## config.mk

```make
export PLATFORM = sky130hd
export DESIGN_NAME = scan_sequencer_flat
export DESIGN_NICKNAME = d
export VERILOG_FILES = /design/src/rtl/scan_sequencer_pkg.sv /design/src/rtl/scan_sequencer_if.sv /design/src/rtl/scan_sequencer_slot_next.sv /design/src/rtl/scan_sequencer.sv /design/src/flat_wrapper.sv
export SDC_FILE = /design/constraint.sdc
export NUM_CORES = 1
export LEC_CHECK = 0
export CORE_MARGIN = 3
export CORE_UTILIZATION = 50
export DETAILED_ROUTE_END_ITERATION = 12
export GPL_ROUTABILITY_DRIVEN = 0
export PLACE_DENSITY = 0.87
export SLEW_MARGIN = 25
export SYNTH_ARGS = -nofsm -noshare
export SYNTH_HDL_FRONTEND = slang
export SYNTH_SLANG_ARGS = --single-unit
```

## constraint.sdc

```tcl
create_clock -name clk -period 3.5 [get_ports clk]
set_input_delay 0.7 -clock clk [delete_from_list [all_inputs] [get_ports clk]]
set_output_delay 0.7 -clock clk [all_outputs]
set_load 0.02 [all_outputs]
```

## src/rtl/scan_sequencer_pkg.sv

```systemverilog
// Shared types and constants for the scan sequencer: FSM states, slot
// count and slot/mask widths.
package scan_sequencer_pkg;

  localparam int NUM_SLOTS = 4;
  localparam int SLOT_W    = $clog2(NUM_SLOTS);

  typedef enum logic {
    IDLE = 1'b0,
    RUN  = 1'b1
  } state_t;

  typedef logic [SLOT_W-1:0]    slot_t;
  typedef logic [NUM_SLOTS-1:0] mask_t;

  // Slot index k steps after base, modulo NUM_SLOTS.
  function automatic slot_t slot_offset(input slot_t base, input int unsigned k);
    slot_offset = slot_t'((int'(base) + k) % NUM_SLOTS);
  endfunction

endpackage

```

## src/rtl/scan_sequencer_if.sv

```systemverilog
// Control/status bundle of the scan sequencer; master drives the run
// controls, slave (the sequencer) returns the registered slot outputs.
interface scan_sequencer_if
  import scan_sequencer_pkg::*;
#(
  parameter int DIV_W = 16
);

  logic             en;
  logic [DIV_W-1:0] div;
  mask_t            mask;
  logic             load;
  slot_t            load_sel;

  slot_t            sel;
  logic             sel_valid;
  logic             tick;
  logic             wrap;

  modport master (
    output en, div, mask, load, load_sel,
    input  sel, sel_valid, tick, wrap
  );

  modport slave (
    input  en, div, mask, load, load_sel,
    output sel, sel_valid, tick, wrap
  );

endinterface

```

## src/rtl/scan_sequencer_slot_next.sv

```systemverilog
// Combinational next-enabled-slot search: from sel, look at sel+1, sel+2,
// sel+3, sel+0 (mod NUM_SLOTS) and return the first slot whose mask bit is set.
module slot_next
  import scan_sequencer_pkg::*;
(
  input  slot_t sel,
  input  mask_t mask,
  output slot_t next,
  output logic  wrap,
  output logic  any
);

  slot_t                cand [NUM_SLOTS];
  logic [NUM_SLOTS-1:0] hit;

  // Candidate gi is the slot gi+1 steps ahead; the last candidate is sel itself.
  for (genvar gi = 0; gi < NUM_SLOTS; gi++) begin : g_cand
    assign cand[gi] = slot_offset(sel, gi + 1);
    assign hit[gi]  = mask[cand[gi]];
  end

  always_comb begin
    next = sel;
    // Scan from the far end so the nearest enabled candidate wins.
    for (int i = NUM_SLOTS - 1; i >= 0; i--) begin
      if (hit[i]) begin
        next = cand[i];
      end
    end
    any  = |mask;
    wrap = any && (next <= sel);
  end

endmodule

```

## src/rtl/scan_sequencer.sv

```systemverilog
// Prescaled round-robin slot scanner: IDLE/RUN FSM, div+1 prescaler and
// registered sel/sel_valid/tick/wrap outputs; slot search lives in slot_next.
module scan_sequencer
  import scan_sequencer_pkg::*;
#(
  parameter int DIV_W = 16
) (
  input logic             clk,
  input logic             rst,
  scan_sequencer_if.slave bus
);

  state_t           state_reg;
  logic [DIV_W-1:0] cnt_reg;
  slot_t            sel_reg;
  logic             sel_valid_reg;
  logic             tick_reg;
  logic             wrap_reg;

  slot_t            search_next;
  logic             search_wrap;
  logic             search_any;

  logic             fire;
  logic             advance;
  slot_t            sel_next;

  slot_next u_slot_next (
    .sel  (sel_reg),
    .mask (bus.mask),
    .next (search_next),
    .wrap (search_wrap),
    .any  (search_any)
  );

  // Prescaler terminal only counts while RUN is being held; dropping en
  // halts immediately so no tick can appear in an IDLE cycle.
  always_comb begin
    fire     = (state_reg == RUN) && bus.en && (cnt_reg >= bus.div);
    advance  = fire && search_any && !bus.load;
    sel_next = sel_reg;
    if (bus.load) begin
      sel_next = bus.load_sel;
    end else if (advance) begin
      sel_next = search_next;
    end
  end

  always_ff @(posedge clk) begin
    if (rst) begin
      state_reg     <= IDLE;
      cnt_reg       <= '0;
      sel_reg       <= '0;
      sel_valid_reg <= 1'b0;
      tick_reg      <= 1'b0;
      wrap_reg      <= 1'b0;
    end else begin
      case (state_reg)
        IDLE: begin
          cnt_reg <= '0;
          if (bus.en) begin
            state_reg <= RUN;
          end
        end
        RUN: begin
          if (!bus.en) begin
            state_reg <= IDLE;
            cnt_reg   <= '0;
          end else if (fire || bus.load) begin
            cnt_reg <= '0;
          end else begin
            cnt_reg <= cnt_reg + DIV_W'(1);
          end
        end
        default: begin
          state_reg <= IDLE;
          cnt_reg   <= '0;
        end
      endcase

      sel_reg       <= sel_next;
      tick_reg      <= advance;
      wrap_reg      <= advance && search_wrap;
      sel_valid_reg <= bus.en && bus.mask[sel_next];
    end
  end

  assign bus.sel       = sel_reg;
  assign bus.sel_valid = sel_valid_reg;
  assign bus.tick      = tick_reg;
  assign bus.wrap      = wrap_reg;

endmodule
```

## src/flat_wrapper.sv

```systemverilog
// flat-port wrapper written by rule: the top's interface ports become plain ports
module scan_sequencer_flat import scan_sequencer_pkg::*;
#(
  parameter int DIV_W = 16
)
  (clk, rst, bus_en, bus_div, bus_mask, bus_load, bus_load_sel, bus_sel, bus_sel_valid, bus_tick, bus_wrap);
  scan_sequencer_if #(.DIV_W(DIV_W)) bus_i ();
  input logic clk;
  input logic rst;
  input wire logic [$bits(bus_i.en)-1:0] bus_en;
  input wire logic [$bits(bus_i.div)-1:0] bus_div;
  input wire logic [$bits(bus_i.mask)-1:0] bus_mask;
  input wire logic [$bits(bus_i.load)-1:0] bus_load;
  input wire logic [$bits(bus_i.load_sel)-1:0] bus_load_sel;
  output wire logic [$bits(bus_i.sel)-1:0] bus_sel;
  output wire logic [$bits(bus_i.sel_valid)-1:0] bus_sel_valid;
  output wire logic [$bits(bus_i.tick)-1:0] bus_tick;
  output wire logic [$bits(bus_i.wrap)-1:0] bus_wrap;
  assign bus_i.en = bus_en;
  assign bus_i.div = bus_div;
  assign bus_i.mask = bus_mask;
  assign bus_i.load = bus_load;
  assign bus_i.load_sel = bus_load_sel;
  assign bus_sel = bus_i.sel;
  assign bus_sel_valid = bus_i.sel_valid;
  assign bus_tick = bus_i.tick;
  assign bus_wrap = bus_i.wrap;
  scan_sequencer #(.DIV_W(DIV_W)) u_core (.clk(clk), .rst(rst), .bus(bus_i));
endmodule
```

==> run_results.csv, run 1 <==
group,metric,value,unit
grt,largest_net_degree_at_the_start_of_global_routing,17,
critical_path,worst-endpoint-arrival,3.25,ns
clock_network,h-tree-depth,1,
clock_network,cts_clk_pin_slew_worst_paths,0.11,ns
die,start_util,55.4,%
clock_network,worstSkewPairLatency,0.30,ns
die,die-height,59.8,um
clock_network,post-cts-setup-buffer-count,0,
grt,overflow,0,
yosys,synth.distinct_cells,38,
worst_hold_path,min-delay-path-class,"register to register",
power,power.ir.vdd_worst,0.179,mV
grt,grt_pass1_wl,4940,um
clock_network,ctsHoldBuffers,0,
critical_path,required_time_at_the_endpoint_of_the_critical_path,3.70,ns
route,wire_per_inst,12.7,um
run_status,outcome,"complete, no violations",
grt,grt_most_used_layer,"met2",
cells_and_area,largest_register_ff_count,16,
cells_and_area,antenna_cells_inserted,0,
timing,period_share,87.1,%
yosys,postSynthNetCount,214,
grt,grt_util_met3,4.54,%
critical_path,path_max_fanout,5,
cells_and_area,fraction_of_layout_cells_with_a_size_suffix_above_1,6.44,%
critical_path,timing.setup.critical_path_class,"primary input to register",
yosys,synth_top_cell_area_share,30.4,%
yosys,synth_cells,169,
die,core_region_area,2610,um2
clock_network,cts_tree,"yes",
timing,slew_viol_final,0,
power,power_leakage,0.801,nW
grt,grt_util_all_layers,18.1,%
power,powerDensity,247,nW/um2
critical_path,cp-end-kind,"register",
route,viasPerCell,5.51,
yosys,synth_ff_type,"sky130_fd_sc_hd__dfxtp_1",
timing,achievable-frequency,328,MHz
route,dr.first_iter.drc_count,29,
grt,global_route.usage.met2,31.9,%
timing,finalSetupTns,0,ns
yosys,postSynthAreaPerCell,8.56,um2
yosys,yosys_register_bits,22,
yosys,netlist_top_cells_count,"sky130_fd_sc_hd__nor2_1, sky130_fd_sc_hd__inv_1, sky130_fd_sc_hd__dfxtp_1, sky130_fd_sc_hd__ha_1",
placement,dp_hpwl,2470,um
yosys,yosys_warnings,0,
timing,final_setup_violation_count,0,
grt,groute.layer.met1.usage,21.0,%
yosys,synth-async-reset-ratio,0,%
route,wirelength,2950,um
grt,via_count_of_the_first_global_routing_pass,1217,
cells_and_area,flow.area_growth_from_synthesis,25.2,%
yosys,synth_enable_flop_cells,0,
critical_path,timing.reg2reg.setup_slack,0.95,ns
timing,slew_headroom,61.5,%
critical_path,start_kind,"primary input",
timing,setup_skew_after_layout,0.00229,ns
job,max-cap-violations,0,
yosys,synth.largest_area_cell,"sky130_fd_sc_hd__dfxtp_1",
timing,whs,0.510,ns
route,detailroute.via_count,1279,
die,pin_count,31,
timing,max_slew.worst_pin.slew,0.563,ns
clock_network,max-clock-path-buffers,2,
yosys,synth.area.top_cells,"sky130_fd_sc_hd__dfxtp_1, sky130_fd_sc_hd__ha_1, sky130_fd_sc_hd__nor2_1",
route,post-route-drc-count,0,
route,detail-route-antenna-nets,0,
clock_network,clock_tree.root_cell,"sky130_fd_sc_hd__clkbuf_4",
yosys,synth_sequential_area_ratio,30.4,%
yosys,synth_most_common_cell,"sky130_fd_sc_hd__nor2_1",
route,drt_pass1_iterations,4,
clock_network,cts_resized,0,
die,die-area,3570,um2
die,floorplan.rows,18,
grt,initial_antenna_violation_count,0,
timing,final_period_minus_worst_setup_slack,3.05,ns
yosys,post_synth_design_cell_area,1450,um2
clock_network,tritoncts_num_sinks,22,
placement,port_buffers,30,
timing,rsz_0062_raised_after_global_routing,"false",
timing,report.final.hold_viol_count,0,
clock_network,cts_buffers,3,
cells_and_area,nets,249,
die,floorplan_die_width,59.8,um
==> layout by cell type, fill, tap and decap left out, drive strengths merged <==
master         Yosys  final
and3               5      5
a31oi              1      1
o211ai             2      2
a21oi              7      7
inv               24     24
o21ai              3      3
ha                19     19
nor2b              1      1
nor3               1      1
nand2              5      5
dfxtp             22     22
nor2              26     26
a211o              3      3
a221oi             2      2
and4               2      2
clkdlybuf4s50      0     30
and2               1      1
a21o               3      3
a211oi             2      2
or2b               1      1
buf                0      1
nand2b             3      3
xnor2              5      5
nand3b             1      1
o22ai              2      2
xor2               9      9
nand3              9      9
o21a               1      1
clkbuf             1      3
mux2i              1      1
a31o               1      1
o2111ai            1      1
nand4              1      1
a2111oi            4      4
==> layout make-up <==
| cell class | count | area, um2 |
|---|---|---|
| clock buffer | 3 | 22.5 |
| fill | 215 | 802 |
| timing repair buffer | 31 | 308 |
| multi-input combinational | 122 | 912 |
| sequential | 22 | 440 |
| tap | 30 | 37.5 |
| inverter | 24 | 90.1 |
==> power breakdown <==
group,switching [mW],total [mW],leakage (nW),internal (mW)
Clock,0.0692,0.109,0.0138,0.0401
Sequential,0.00233,0.255,0.178,0.253
Combinational,0.0355,0.0825,0.609,0.0471
Total,0.107,0.447,0.801,0.340
==> metal layers <==
metal / up-vias / share of wire, %
met1: 575 / 43
li1: 654 / -
met4: 0 / 0.88
met2: 46 / 49
met3: 4 / 6.9
met5: - / 0
==> worst max-delay path, stage by stage <==
cell                              delay, ns
sky130_fd_sc_hd__clkdlybuf4s50_1       0.46
sky130_fd_sc_hd__inv_1                 0.04
sky130_fd_sc_hd__ha_1                  0.30
sky130_fd_sc_hd__a211o_1               0.30
sky130_fd_sc_hd__a31oi_1               0.18
sky130_fd_sc_hd__o211ai_2              0.17
sky130_fd_sc_hd__a21o_2                0.26
sky130_fd_sc_hd__a211o_1               0.34
sky130_fd_sc_hd__mux2i_1               0.15
sky130_fd_sc_hd__a2111oi_2             0.35
==> cells by family (layout without fill, tap and decap cells) <==
family | Yosys count | in the layout | share of synthesized area, %
compound gates | 32 | 32 | 18.9
mux | 1 | 1 | 0.692
fa+ha+maj | 19 | 19 | 16.4
xor+xnor | 14 | 14 | 8.48
buf+inv | 25 | 58 | 6.49
flops | 22 | 22 | 30.4
simple gates | 56 | 56 | 18.6
==> final timing paths <==
| path | cells past startpoint | to | from |
|---|---|---|---|
| worst max register to register | 8 | u_core.bus.sel_valid$_SDFF_PP0_ | u_core.cnt_reg[2]$_SDFF_PP0_ |
| worst min-delay path | 1 | u_core.cnt_reg[0]$_SDFF_PP0_ | u_core.cnt_reg[0]$_SDFF_PP0_ |
| worst min register to register | 1 | u_core.cnt_reg[0]$_SDFF_PP0_ | u_core.cnt_reg[0]$_SDFF_PP0_ |
| worst max-delay path | 10 | u_core.bus.sel_valid$_SDFF_PP0_ | bus_div[2] |
==> metrics by stage <==
stage                     utilization (%)  instance area (um2)  power (mW)  std cells  setup slack (ns)
after global routing                 69.3                 1810       0.479        232             0.352
after global placement               68.4                 1790       0.340        229             0.238
after floorplan                         -                 1450       0.300        169             0.776
after detailed placement             68.4                 1790       0.344        229             0.112
final                                69.3                 1810       0.447        232             0.453
after CTS                            69.3                 1810       0.452        232             0.432
Note: power is estimated with default switching activity, not from simulation.
==> run 2, diff against run 1 <==
--- a/config.mk
+++ b/config.mk
@@ -13,4 +13,5 @@
 export SLEW_MARGIN = 25
 export SYNTH_ARGS = -nofsm -noshare
 export SYNTH_HDL_FRONTEND = slang
+export SYNTH_HIERARCHICAL = 1
 export SYNTH_SLANG_ARGS = --single-unit
==> run_results.csv, run 2 <==
group,metric,value,unit
placement,place_worst_setup_slack,0.118,ns
job,max-cap-violations,0,
timing,finalSetupTns,0,ns
route,detail-route-antenna-nets,0,
clock_network,cts_resized,0,
power,powerDensity,267,nW/um2
yosys,synth-async-reset-ratio,0,%
power,cell_internal_power,366,uW
critical_path,worst-endpoint-arrival,3.36,ns
route,wirelength,3250,um
placement,port_buffers,30,
cells_and_area,mostFrequentLayoutCell,"sky130_fd_sc_hd__clkdlybuf4s50_1",
critical_path,start_kind,"primary input",
yosys,fraction_of_the_mapped_netlist_area_in_compound_gates,11.7,%
timing,rsz_0062_raised_after_global_routing,"false",
route,post-route-drc-count,0,
power,finalPower,483,uW
power,swShare,24.2,%
critical_path,timing.setup.critical_path_class,"primary input to register",
cells_and_area,n_fill_cell,215,
yosys,synth_ff_type,"sky130_fd_sc_hd__dfxtp_1",
route,viasPerCell,5.69,
critical_path,cp-end-kind,"register",
power,switching_component_of_the_power,117,uW
grt,initial_antenna_violation_count,0,
yosys,yosys.area_share.adder,16.4,%
clock_network,h-tree-depth,1,
clock_network,max-clock-path-buffers,2,
grt,via_count_of_the_first_global_routing_pass,1362,
die,die-area,3570,um2
timing,whs,0.496,ns
power,power_frac_comb,18.0,%
grt,grt_util_all_layers,20.2,%
yosys,synth.area.top_cells,"sky130_fd_sc_hd__dfxtp_1, sky130_fd_sc_hd__ha_1, sky130_fd_sc_hd__nor2_1",
route,dr.first_iter.drc_count,55,
yosys,synth_top_cell_area_share,30.4,%
yosys,synth.largest_area_cell,"sky130_fd_sc_hd__dfxtp_1",
yosys,postSynthAreaPerCell,8.08,um2
cells_and_area,footprint_of_the_multi_input_gates,911,um2
yosys,synthXorXnorAreaFrac,8.48,%
yosys,muxShareOfSynthArea,1.38,%
grt,grt_pass1_wl,5550,um
timing,report.final.hold_viol_count,0,
power,reg_power_share,53.2,%
die,floorplan_die_width,59.8,um
power,power_leakage,0.800,nW
timing,max_slew.worst_pin.slew,0.511,ns
timing,setup_skew_after_layout,0.00154,ns
grt,overflow,0,
run_status,outcome,"complete, no violations",
yosys,yosys_register_bits,22,
cells_and_area,fraction_of_layout_cells_with_a_size_suffix_above_1,3.30,%
timing,final_setup_violation_count,0,
yosys,synth_top_family_by_area,"simple AND/OR/NAND/NOR gates",
cells_and_area,most-common-layout-cells,"sky130_fd_sc_hd__clkdlybuf4s50_1, sky130_fd_sc_hd__nor2_1, sky130_fd_sc_hd__dfxtp_1",
die,start_util,55.4,%
yosys,post_synth_design_cell_area,1450,um2
timing,slew_viol_final,0,
cells_and_area,flow.area_growth_from_synthesis,25.3,%
power,clock_power_share,28.9,%
placement,dp_hpwl,2610,um
timing,slew_headroom,65.8,%
cells_and_area,nets,258,
yosys,synth_enable_flop_cells,0,
placement,placed_cells,238,
die,core_region_area,2610,um2
clock_network,cts_tree,"yes",
route,detailroute.via_count,1377,
cells_and_area,largest_register_ff_count,16,
clock_network,post-cts-setup-buffer-count,0,
route,drt_pass1_iterations,4,
die,die-height,59.8,um
clock_network,tritoncts_num_sinks,22,
cells_and_area,fin_cells,242,
clock_network,ctsHoldBuffers,0,
yosys,synth_cells,179,
timing,final_period_minus_worst_setup_slack,3.10,ns
yosys,yosys_warnings,6,
clock_network,worstSkewPairLatency,0.31,ns
die,floorplan.rows,18,
clock_network,clock_tree.root_cell,"sky130_fd_sc_hd__clkbuf_4",
yosys,netlist_top_cells_count,"sky130_fd_sc_hd__nor2_1, sky130_fd_sc_hd__dfxtp_1, sky130_fd_sc_hd__inv_1, sky130_fd_sc_hd__ha_1, sky130_fd_sc_hd__nand2_1",
grt,largest_net_degree_at_the_start_of_global_routing,17,
worst_hold_path,min-delay-path-class,"register to register",
timing,final_critical_path_setup_slack,0.405,ns
yosys,synth_most_common_cell,"sky130_fd_sc_hd__nor2_1",
timing,achievable-frequency,323,MHz
yosys,postSynthNetCount,224,
critical_path,path_max_fanout,6,
cells_and_area,sequential_cell_area,440,um2
power,power.ir.vdd_worst,0.270,mV
critical_path,required_time_at_the_endpoint_of_the_critical_path,3.77,ns
yosys,synth.distinct_cells,33,
yosys,synth_sequential_area_ratio,30.4,%
route,wire_per_inst,13.4,um
yosys,synthSimpleGateAreaFrac,25.0,%
cells_and_area,antenna_cells_inserted,0,
timing,period_share,88.4,%
clock_network,cts_buffers,3,
die,pin_count,31,
clock_network,cts_clk_pin_slew_worst_paths,0.12,ns
==> run 2: worst paths after layout <==
check	slack [ns]	to	depth (start not counted)	from
setup reg to reg	0.87	u_core/bus.sel_valid$_SDFF_PP0_	9	u_core/cnt_reg[2]$_SDFF_PP0_
hold reg to reg	0.50	u_core/cnt_reg[0]$_SDFF_PP0_	1	u_core/cnt_reg[0]$_SDFF_PP0_
hold / removal	0.50	u_core/cnt_reg[0]$_SDFF_PP0_	1	u_core/cnt_reg[0]$_SDFF_PP0_
setup / recovery	0.40	u_core/bus.sel_valid$_SDFF_PP0_	11	bus_div[2]
==> run 2: worst max-delay path, cell delays in order <==
cell                              delay (ns)
sky130_fd_sc_hd__clkdlybuf4s50_1        0.46
sky130_fd_sc_hd__inv_1                  0.05
sky130_fd_sc_hd__ha_1                   0.30
sky130_fd_sc_hd__a211o_1                0.29
sky130_fd_sc_hd__a31oi_1                0.14
sky130_fd_sc_hd__o221ai_1               0.15
sky130_fd_sc_hd__a211o_1                0.39
sky130_fd_sc_hd__a211oi_1               0.32
sky130_fd_sc_hd__o21ai_0                0.16
sky130_fd_sc_hd__a221o_1                0.34
sky130_fd_sc_hd__nand2_1                0.05
==> run 2: logic make-up (layout without fill, tap and decap cells) <==
kind of cell	Yosys count	count (layout)
DFF	22	22
AOI/OAI and AO/OA	26	26
muxes	2	2
buffers and inverters	23	56
adders and majority gates	19	19
and+or+nand+nor	73	73
xor gates and xnor gates	14	14
==> run 2: metrics by stage <==
stage	util [%]	instance area (um2)
CTS	69.3	1810
detailed placement	68.0	1780
finish	69.3	1810
global placement	68.0	1780
floorplan	-	1450
global route	69.3	1810
==> run 2: power by group through the flow <==
stage | sequential, mW | combinational, mW | clock, mW
floorplan | 0.264 | 0.0384 | 0
global placement | 0.262 | 0.0807 | 0
detailed placement | 0.263 | 0.0857 | 0
CTS | 0.257 | 0.0862 | 0.144
global route | 0.258 | 0.0965 | 0.153
finish | 0.257 | 0.0869 | 0.140
==> run 2: final cells by class <==
cell class,count,share of cell area [%]
Multi-Input combinational cell,134,50.3
Sequential cell,22,24.3
Timing Repair Buffer,31,17.0
Inverter,21,4.35
Tap cell,30,2.07
Clock buffer,4,2.00
==> run 2: per-layer routing <==
metal / part of all wire, % / track usage, % / vias to the layer above / routed length [um]
met5: 0 / 0 / - / 0
met4: 2.3 / 7.59 / 0 / 76
met3: 6.5 / 4.97 / 11 / 213
met2: 52 / 37.0 / 54 / 1690
met1: 39 / 22.0 / 635 / 1280
li1: - / - / 677 / -
